## config.mk

```make
export PLATFORM = sky130hd
export DESIGN_NAME = fir_output_range_monitor_flat
export DESIGN_NICKNAME = d
export VERILOG_FILES = /design/src/rtl/fir_output_range_monitor_if.sv /design/src/rtl/fir_output_range_monitor.sv /design/src/flat_wrapper.sv
export SDC_FILE = /design/constraint.sdc
export NUM_CORES = 1
export LEC_CHECK = 0
export BUFFER_PORTS_ARGS = -buffer_cell sky130_fd_sc_hd__buf_4
export CAP_MARGIN = 20
export CORE_MARGIN = 4
export CORE_UTILIZATION = 55
export DETAILED_ROUTE_END_ITERATION = 8
export GPL_ROUTABILITY_DRIVEN = 0
export PLACE_DENSITY = 0.86
export SYNTH_ARGS = -nofsm -noshare
export SYNTH_HDL_FRONTEND = slang
export SYNTH_SLANG_ARGS = --single-unit
```

## constraint.sdc

```tcl
create_clock -name clk -period 16.6 [get_ports clk]
set_clock_uncertainty 0.15 [all_clocks]
set_input_delay 3.32 -clock clk [delete_from_list [all_inputs] [get_ports clk]]
set_output_delay 3.32 -clock clk [all_outputs]
set_load 0.1 [all_outputs]
```

## src/rtl/fir_output_range_monitor_if.sv

```systemverilog
// Sample stream and window-result port of the FIR output range monitor.
// master drives samples and consumes results; slave is the monitor.
interface fir_output_range_monitor_if #(
  parameter int DATA_WIDTH = 32,
  parameter int CNT_WIDTH  = 16
);
  logic signed [DATA_WIDTH-1:0] data_in;
  logic                         data_valid;
  logic                         restart;
  logic                         result_ready;
  logic                         result_valid;
  logic signed [DATA_WIDTH-1:0] max_val;
  logic signed [DATA_WIDTH-1:0] min_val;
  logic        [DATA_WIDTH-1:0] peak_abs;
  logic        [CNT_WIDTH-1:0]  clip_count;
  logic                         overrun;
  logic                         busy;

  modport master (
    output data_in, data_valid, restart, result_ready,
    input  result_valid, max_val, min_val, peak_abs, clip_count, overrun, busy
  );

  modport slave (
    input  data_in, data_valid, restart, result_ready,
    output result_valid, max_val, min_val, peak_abs, clip_count, overrun, busy
  );
endinterface

```

## src/rtl/fir_output_range_monitor.sv

```systemverilog
// Windowed max/min/peak/clip measurement of the FIR output stream, with a
// settling discard after reset or restart and a valid/ready result port.
module fir_output_range_monitor #(
  parameter int              DATA_WIDTH     = 32,
  parameter int              WINDOW_LEN     = 1024,
  parameter int              SETTLE_SAMPLES = 64,
  parameter longint unsigned CLIP_THRESH    = 64'd1 << 30,
  parameter int              CNT_WIDTH      = 16
) (
  input logic                      clk,
  input logic                      rst,
  fir_output_range_monitor_if.slave bus
);
  localparam int DW  = DATA_WIDTH;
  localparam int DW1 = DATA_WIDTH + 1;
  localparam int WW  = (WINDOW_LEN > 1) ? $clog2(WINDOW_LEN) : 1;
  localparam int SW  = (SETTLE_SAMPLES > 1) ? $clog2(SETTLE_SAMPLES) : 1;

  localparam logic [WW-1:0]  WIN_LAST    = WW'(WINDOW_LEN - 1);
  localparam logic [SW-1:0]  SETTLE_LAST = SW'((SETTLE_SAMPLES > 0) ? SETTLE_SAMPLES - 1 : 0);
  localparam logic [DW:0]    CLIP_T      = DW1'(CLIP_THRESH);
  localparam logic [DW-1:0]  MOST_NEG    = {1'b1, {(DW-1){1'b0}}};
  localparam logic [DW-1:0]  MOST_POS    = {1'b0, {(DW-1){1'b1}}};

  typedef enum logic {SETTLE, ACCUM} state_t;
  localparam state_t START = (SETTLE_SAMPLES > 0) ? SETTLE : ACCUM;

  typedef struct packed {
    logic signed [DW-1:0]        mx;
    logic signed [DW-1:0]        mn;
    logic        [DW-1:0]        pk;
    logic        [CNT_WIDTH-1:0] clip;
  } res_t;

  state_t state, state_n;

  logic [SW-1:0]          settle_cnt;
  logic [WW-1:0]          win_cnt;
  res_t                   acc, acc_n, res;
  logic                   res_valid;
  logic                   overrun_r;
  logic                   busy_r;

  logic signed [DW-1:0]   x;
  logic        [DW-1:0]   abs_x;
  logic                   clipped;
  logic                   take, acc_take, win_end, xfer, first;

  assign x        = bus.data_in;
  // restart wins over a coincident sample, which is simply dropped
  assign take     = bus.data_valid && !bus.restart;
  assign acc_take = take && (state == ACCUM);
  assign first    = (win_cnt == '0);
  assign win_end  = acc_take && (win_cnt == WIN_LAST);
  assign xfer     = res_valid && bus.result_ready;

  // |x| with the most-negative code pinned to the largest positive value
  always_comb begin
    abs_x = x;
    if (x[DW-1]) abs_x = (x == MOST_NEG) ? MOST_POS : DW'(-x);
  end

  assign clipped = ({1'b0, abs_x} >= CLIP_T);

  always_comb begin
    acc_n      = acc;
    acc_n.mx   = (first || x > acc.mx) ? x : acc.mx;
    acc_n.mn   = (first || x < acc.mn) ? x : acc.mn;
    acc_n.pk   = (abs_x > acc.pk) ? abs_x : acc.pk;
    acc_n.clip = (clipped && !(&acc.clip)) ? acc.clip + 1'b1 : acc.clip;
  end

  always_ff @(posedge clk or posedge rst) begin
    if (rst) state <= START;
    else     state <= state_n;
  end

  always_comb begin
    state_n = state;
    if (bus.restart)
      state_n = START;
    else if (take && state == SETTLE && settle_cnt == SETTLE_LAST)
      state_n = ACCUM;
  end

  always_ff @(posedge clk or posedge rst) begin
    if (rst) begin
      settle_cnt <= '0;
      win_cnt    <= '0;
      acc        <= '0;
      res        <= '0;
      res_valid  <= 1'b0;
      overrun_r  <= 1'b0;
      busy_r     <= 1'b0;
    end else begin
      busy_r <= (state_n == SETTLE);
      if (bus.restart) begin
        settle_cnt <= '0;
        win_cnt    <= '0;
        acc        <= '0;
        res        <= '0;
        res_valid  <= 1'b0;
        overrun_r  <= 1'b0;
      end else begin
        if (take && state == SETTLE)
          settle_cnt <= (settle_cnt == SETTLE_LAST) ? '0 : settle_cnt + 1'b1;

        if (acc_take) begin
          if (win_end) begin
            win_cnt <= '0;
            acc     <= '0;
          end else begin
            win_cnt <= win_cnt + 1'b1;
            acc     <= acc_n;
          end
        end

        // a finished window only replaces a result that is gone or leaving now
        if (win_end && (!res_valid || bus.result_ready)) begin
          res       <= acc_n;
          res_valid <= 1'b1;
        end else begin
          if (win_end) overrun_r <= 1'b1;
          if (xfer)    res_valid <= 1'b0;
        end
      end
    end
  end

  assign bus.result_valid = res_valid;
  assign bus.max_val      = res.mx;
  assign bus.min_val      = res.mn;
  assign bus.peak_abs     = res.pk;
  assign bus.clip_count   = res.clip;
  assign bus.overrun      = overrun_r;
  assign bus.busy         = busy_r;
endmodule
```

## src/flat_wrapper.sv

```systemverilog
// flat-port wrapper written by rule: the top's interface ports become plain ports
module fir_output_range_monitor_flat 
#(
  parameter int              DATA_WIDTH     = 32,
  parameter int              WINDOW_LEN     = 1024,
  parameter int              SETTLE_SAMPLES = 64,
  parameter longint unsigned CLIP_THRESH    = 64'd1 << 30,
  parameter int              CNT_WIDTH      = 16
)
  (clk, rst, bus_data_in, bus_data_valid, bus_restart, bus_result_ready, bus_result_valid, bus_max_val, bus_min_val, bus_peak_abs, bus_clip_count, bus_overrun, bus_busy);
  fir_output_range_monitor_if #(.DATA_WIDTH(DATA_WIDTH), .CNT_WIDTH(CNT_WIDTH)) bus_i ();
  input logic clk;
  input logic rst;
  input wire logic [$bits(bus_i.data_in)-1:0] bus_data_in;
  input wire logic [$bits(bus_i.data_valid)-1:0] bus_data_valid;
  input wire logic [$bits(bus_i.restart)-1:0] bus_restart;
  input wire logic [$bits(bus_i.result_ready)-1:0] bus_result_ready;
  output wire logic [$bits(bus_i.result_valid)-1:0] bus_result_valid;
  output wire logic [$bits(bus_i.max_val)-1:0] bus_max_val;
  output wire logic [$bits(bus_i.min_val)-1:0] bus_min_val;
  output wire logic [$bits(bus_i.peak_abs)-1:0] bus_peak_abs;
  output wire logic [$bits(bus_i.clip_count)-1:0] bus_clip_count;
  output wire logic [$bits(bus_i.overrun)-1:0] bus_overrun;
  output wire logic [$bits(bus_i.busy)-1:0] bus_busy;
  assign bus_i.data_in = bus_data_in;
  assign bus_i.data_valid = bus_data_valid;
  assign bus_i.restart = bus_restart;
  assign bus_i.result_ready = bus_result_ready;
  assign bus_result_valid = bus_i.result_valid;
  assign bus_max_val = bus_i.max_val;
  assign bus_min_val = bus_i.min_val;
  assign bus_peak_abs = bus_i.peak_abs;
  assign bus_clip_count = bus_i.clip_count;
  assign bus_overrun = bus_i.overrun;
  assign bus_busy = bus_i.busy;
  fir_output_range_monitor #(.DATA_WIDTH(DATA_WIDTH), .WINDOW_LEN(WINDOW_LEN), .SETTLE_SAMPLES(SETTLE_SAMPLES), .CLIP_THRESH(CLIP_THRESH), .CNT_WIDTH(CNT_WIDTH)) u_core (.clk(clk), .rst(rst), .bus(bus_i));
endmodule
```

==> results.cfg, run 1 <==
[yosys]
yosysWarnings = 0
syn_inst = 1587
yosysTopAreaCell = dfrtp_1
synth_ff_type = dfrtp_1
synth_edf_count = 0
synth_top_cell_area_share_pct = 42.2
synth_cell_types = 64
syn_area_sq_um = 14500
ys_seq_elements = 244
syn_nets = 1724
syn_area_per_cell_sq_um = 9.12
synth-seq-area-share_pct = 42.2
async_flop_share_pct = 100
yosys-top-cells-area = dfrtp_1 42%, ha_1 8.6%, mux2i_1 4.5%, o21ai_0 4.3%, a22o_1 3.9%

[route]
vias = 13000
routed_wirelength_mm = 40.7
drc = 0
vias_per_cell = 6.39
first_pass_iters = 5
ant_nets = 0
drtIter0Drc = 1433
post_drt_wl_per_cell_um = 20.1

[place]
placed_cells = 1975
port_buffers = 151
dpl.hpwl_mm = 27.5
pre_cts_ws_ns = 8.07

[grt]
globalRoute.totalOverflow = 0
grt_pass1_vias = 12800
antenna_found_initial = 0
grt_pass1_wl_mm = 65.6
grt_usage_pct = 27.4
grt_max_degree = 120

[critical_path]
critPathCaptureType = flop
worstPathMaxFanout = 33
critical_path_required_ns = 16.88
worstRegToRegCells = 12
r2r_setup_slack_ns = 12.22
cpPeakStageDelay_ns = 0.53
crit_arrival_ns = 8.38
cpMaxStageDelayCell = nor2_1
crit_type = input port to flop
start_kind = input port
critical_path.cell_chain = buf_4 > or3_1 > nor4_4 > nand3_1 > nor2_1 > nor3_1 > a21oi_1 > ha_1 > a21o_1 > a21oi_1 > a211o_1 > a31oi_1 > or4_1 > o21ai_4 > buf_4 > nor2_2 > buf_16 > a22o_1

[finish]
syn_to_final_growth_pct = 16.4
diodes = 0
layout.nets = 1808
final_common_cell = dfrtp_1
final_cell_count_no_fill = 2027
final_cell_mix = 244 x dfrtp_1, 169 x buf_4, 135 x nand2_1
post-route-util_pct = 64.9
final_layout_size_suffix_gt1_share_pct = 15.0

[floorplanning]
dieWidth_um = 170
initial_utilization_pct = 55.7
rows = 59
die-area_sq_um = 29000
ios = 152
fp.dieH_um = 170
core-area_sq_um = 26000

[sta]
setup_violations = 0
tns_ns = 0
maxSlewViolCount = 0
fin_crit_ns = 8.10
setup_ws_ns = 8.50
worstMarginPinSlew_ns = 1.10
clock.fmax_mhz = 123
rsz0062_at_grt = no
slew_headroom_pct = 26.5
post-route-period-util_pct = 48.8
final_hold_viol_count = 0

[run_status]
status = complete, no violations

[power_and_ir_drop]
clkPwrFrac_pct = 48.0
irDropWorstVdd_mv = 0.0825
internal-power_mw = 1.05
power.switching_mw = 0.347
power_frac_seq_pct = 42.5
p_per_area_nw_per_um2 = 83.2
leakagePower_nw = 7.75
combPwrFrac_pct = 9.6
p_sw_share_pct = 24.7

[cts]
clk_pin_slew_ns = 0.06
clkSinkCount = 244
cts_buffers = 28
cts_hold_buf = 0
cts_tree = yes
clk_path_buf_depth = 3
clock_latency_ns = 0.55
htree_levels = 1
cts_resized = 0
post_cts_buffers = 0
root_buffer = clkbuf_16

[hold_path]
hold_path.class = flop to flop
hold_depth = 2

[flow_run]
drv_cap = 0
## per-stage QoR
| stage | total power, mW | instance area (sq um) | hold WS [ns] |
|---|---|---|---|
| 3_5_place_dp | 0.738 | 15800 | 0.322 |
| 6_report | 1.40 | 16900 | 0.329 |
| 4_1_cts | 1.41 | 16800 | 0.335 |
| 2_1_floorplan | 0.693 | 14500 | 0.330 |
| 3_3_place_gp | 0.733 | 15800 | 0.313 |
| 5_1_grt | 1.45 | 16900 | 0.370 |
## layout make-up
class | instances | area, sq um
repair buffers | 171 | 1320
clock inverters | 15 | 218
multi-input cells | 1117 | 7580
clock buffers | 36 | 801
well taps | 335 | 419
inverters | 109 | 417
flip-flops and latches | 244 | 6110
fillers | 2025 | 9130
## path summary, 6_finish.rpt
kind / start / end
setup / recovery: bus_data_in[5] / u_core.acc[19]
hold / removal: u_core.bus.clip_count[9] / u_core.bus.clip_count[9]
min in group asynchronous: rst / u_core.bus.busy
max in group asynchronous: rst / u_core.bus.max_val[24]
setup reg to reg: u_core.acc[111] / u_core.acc[102]
hold reg to reg: u_core.bus.clip_count[9] / u_core.bus.clip_count[9]
## flip-flops by register name, summed over array words and instances (netlist names)
name	count
u_core.acc	112
u_core.bus.max_val	32
u_core.bus.min_val	32
u_core.bus.peak_abs	32
u_core.bus.clip_count	16
u_core.win_cnt	10
u_core.settle_cnt	6
u_core.bus.busy	1
u_core.bus.overrun	1
u_core.bus.result_valid	1
u_core.state	1
## cell usage after synthesis, drive strengths merged, types with 5 or more instances
cell type	number
clkbuf	98
nand4	53
o21ai	131
a22o	64
nand2b	11
and2	5
inv	109
a31oi	17
nand2	136
and4	5
a21oi	109
dfrtp	244
nor3	18
o31ai	14
a32o	33
or3	8
nor4	15
or2	8
mux2i	65
buf	19
nor2b	10
nor2	79
nand3	100
xor2	30
ha	100
a21o	15
and3	44
xnor2	9
## critical path, delay by kind of cell
| kind | cells | cell delay [ns] |
|---|---|---|
| fa+ha+maj | 1 | 0.31 |
| compound gates | 7 | 1.30 |
| simple gates | 7 | 2.56 |
| buf+inv | 3 | 0.86 |
## power by group through the flow
| stage | Clock [mW] | Combinational, mW | Sequential (mW) |
|---|---|---|---|
| final | 0.672 | 0.134 | 0.596 |
| after global routing | 0.706 | 0.147 | 0.595 |
| after CTS | 0.677 | 0.132 | 0.596 |
| after detailed placement | 0 | 0.132 | 0.606 |
| after global placement | 0 | 0.126 | 0.606 |
| after floorplan | 0 | 0.0865 | 0.607 |
## per-layer routing
metal | part of all wire (%) | wire [um] | GRT usage (%) | up-vias
met1 | 40 | 16400 | 36.3 | 6267
met3 | 8.5 | 3480 | 4.32 | 125
met5 | 0 | 0 | 0 | -
met4 | 4.0 | 1620 | 11.6 | 0
li1 | - | - | - | 5895
met2 | 47 | 19300 | 44.9 | 667
## cells by family after synthesis
kind of cell               Yosys count  synth area share, %
AOI/OAI and AO/OA                  417                 18.7
xor gates and xnor gates            39                 2.36
adders and majority gates          100                 8.64
buffers and inverters              226                 6.08
DFF                                244                 42.2
muxes                               65                 4.49
and+or+nand+nor                    496                 17.5
(Power assumes the default switching activity.)
==> run 2: changes to the inputs <==
CORE_UTILIZATION = 54   (was 55)
PLACE_DENSITY = 0.88   (was 0.86)
clock period = 6.85 ns   (was 16.6 ns; I/O delays follow)
==> run 2 against run 1 <==
Sequential share of layout area down 0.054 points. Count of clock-buffer cells in the layout up 2. Wire length up 0.47%. Power up 140%. Register-to-register slack worse by 9.4 ns. Largest cell class unchanged. Global-route usage about the same. Largest power group unchanged. Non-clock buffer count up 7. Via count up 0.56%. Highest routed layer unchanged.
==> results.cfg, run 2 (synthesized netlist as in run 1, its figures left out) <==
[place]
port_buffers = 151
dpl.hpwl_mm = 27.4
pre_cts_ws_ns = 0.667

[finish]
layout.nets = 1814
final_cell_mix = 244 x dfrtp_1, 174 x buf_4, 135 x nand2_1
syn_to_final_growth_pct = 16.6
largest_reg_flops = 112
final_layout_size_suffix_gt1_share_pct = 15.3
top_register = u_core.acc
final_common_cell = dfrtp_1
diodes = 0

[cts]
clk_path_buf_depth = 3
cts_resized = 0
clkSinkCount = 244
cts_hold_buf = 0
cts_buffers = 27
root_buffer = clkbuf_16
post_cts_buffers = 0
cts_tree = yes
clock_latency_ns = 0.56
htree_levels = 1
clk_pin_slew_ns = 0.06

[critical_path]
cpMostUsedCell = o21ai_0
path_buf_inv = 3
crit_start = bus_data_in[0]
start_kind = input port
crit_type = input port to flop
critPathCaptureType = flop
r2r_start = u_core.acc[107]
cpMaxStageDelayCell = o21ai_4
worstPathMaxFanout = 21
critical_path_required_ns = 7.07
critical_path.cell_chain = buf_4 > inv_1 > ha_1 > nand2b_1 > nor4_4 > nand3_1 > or2_1 > o31ai_1 > o21ai_0 > ha_1 > nor2b_1 > o21ai_0 > a21oi_1 > or4_1 > o21ai_4 > buf_12 > mux2i_1 > o21ai_0
crit_arrival_ns = 5.92
cpLargestDelayFamily = simple AND/OR/NAND/NOR gates
cpPeakStageDelay_ns = 0.56

[sta]
maxSlewViolCount = 0
slew_headroom_pct = 30.0
rsz0062_at_grt = no
clock.fmax_mhz = 175
setup_violations = 0
worstMarginPinSlew_ns = 1.05
tns_ns = 0
setup_ws_ns = 1.14
post-route-period-util_pct = 83.3
fin_crit_ns = 5.71
final_hold_viol_count = 0

[grt]
grt_usage_pct = 27.4
antenna_found_initial = 0
grt_pass1_vias = 12700
grt_max_degree = 156
globalRoute.totalOverflow = 0
grt_pass1_wl_mm = 66.4

[power_and_ir_drop]
p_per_area_nw_per_um2 = 198
irDropWorstVdd_mv = 0.163
leakagePower_nw = 7.76
power_mw = 3.33

[floorplanning]
dieWidth_um = 172
core-area_sq_um = 26200
rows = 59
initial_utilization_pct = 55.2
ios = 152
die-area_sq_um = 29500
fp.dieH_um = 172

[route]
drc = 0
routed_wirelength_mm = 40.9
drtIter0Drc = 1551
post_drt_wl_per_cell_um = 20.1
first_pass_iters = 8
vias_per_cell = 6.41
ant_nets = 0
vias = 13000

[flow_run]
drv_cap = 0

[run_status]
status = complete, no violations

[hold_path]
min_from = u_core.bus.clip_count[9]
hold_path.class = flop to flop
==> run 2: changes by cell type in the layout (fill, tap and decap cells not counted) <==
cell / delta
clkinv_8: -1
inv_8: -1
clkinvlp_4: +3
nor2_2: +1
clkinv_2: -3
buf_16: +1
buf_12: +1
nor2_4: -1
clkbuf_16: -1
inv_6: +1
buf_4: +5
bufinv_16: -2
clkbuf_8: +3
==> run 2: power breakdown <==
group	internal (mW)	switching [mW]
logic	0.108	0.224
clock network	0.944	0.615
registers	1.44	0.000807
==> run 2: cell type report <==
type	count	area [sq um]
inverters	109	413
fillers	2003	9330
multi-input cells	1117	7570
clock inverters	12	150
well taps	335	419
flip-flops and latches	244	6110
repair buffers	178	1400
clock buffers	38	817
==> run 2: metal layers <==
metal	part of all wire, %	wire [um]	up-vias	GRT usage, %
li1	-	-	5898	-
met1	40	16600	6359	36.7
met2	48	19700	642	45.5
met3	7.8	3200	128	4.50
met4	3.5	1450	0	9.30
met5	0	0	-	0
==> run 2: stage by stage <==
stage / util [%] / cells / area, sq um / hold slack [ns]
after floorplan: - / 1587 / 14500 / 0.330
after global placement: 60.5 / 1981 / 15900 / 0.311
after detailed placement: 60.6 / 1982 / 15900 / 0.323
after CTS: 64.3 / 2032 / 16800 / 0.336
after global routing: 64.4 / 2033 / 16900 / 0.366
final: 64.4 / 2033 / 16900 / 0.330
==> run 2: final timing paths <==
kind	end	slack, ns	cells past startpoint
worst min-delay path	u_core.bus.clip_count[9]	0.33	2
worst max-delay path	u_core.bus.peak_abs[0]	1.14	18
min in group asynchronous	u_core.state	0.62	2
worst min register to register	u_core.bus.clip_count[9]	0.33	2
max in group asynchronous	u_core.bus.peak_abs[22]	4.76	3
worst max register to register	u_core.acc[89]	2.83	12
==> run 2: tightest hold or removal path: cells and delay by family (launching register included) <==
family | cells | cell delay [ns]
AO/OA/AOI/OAI | 1 | 0.06
AND/OR/NAND/NOR | 1 | 0.04
flip-flops | 1 | 0.34
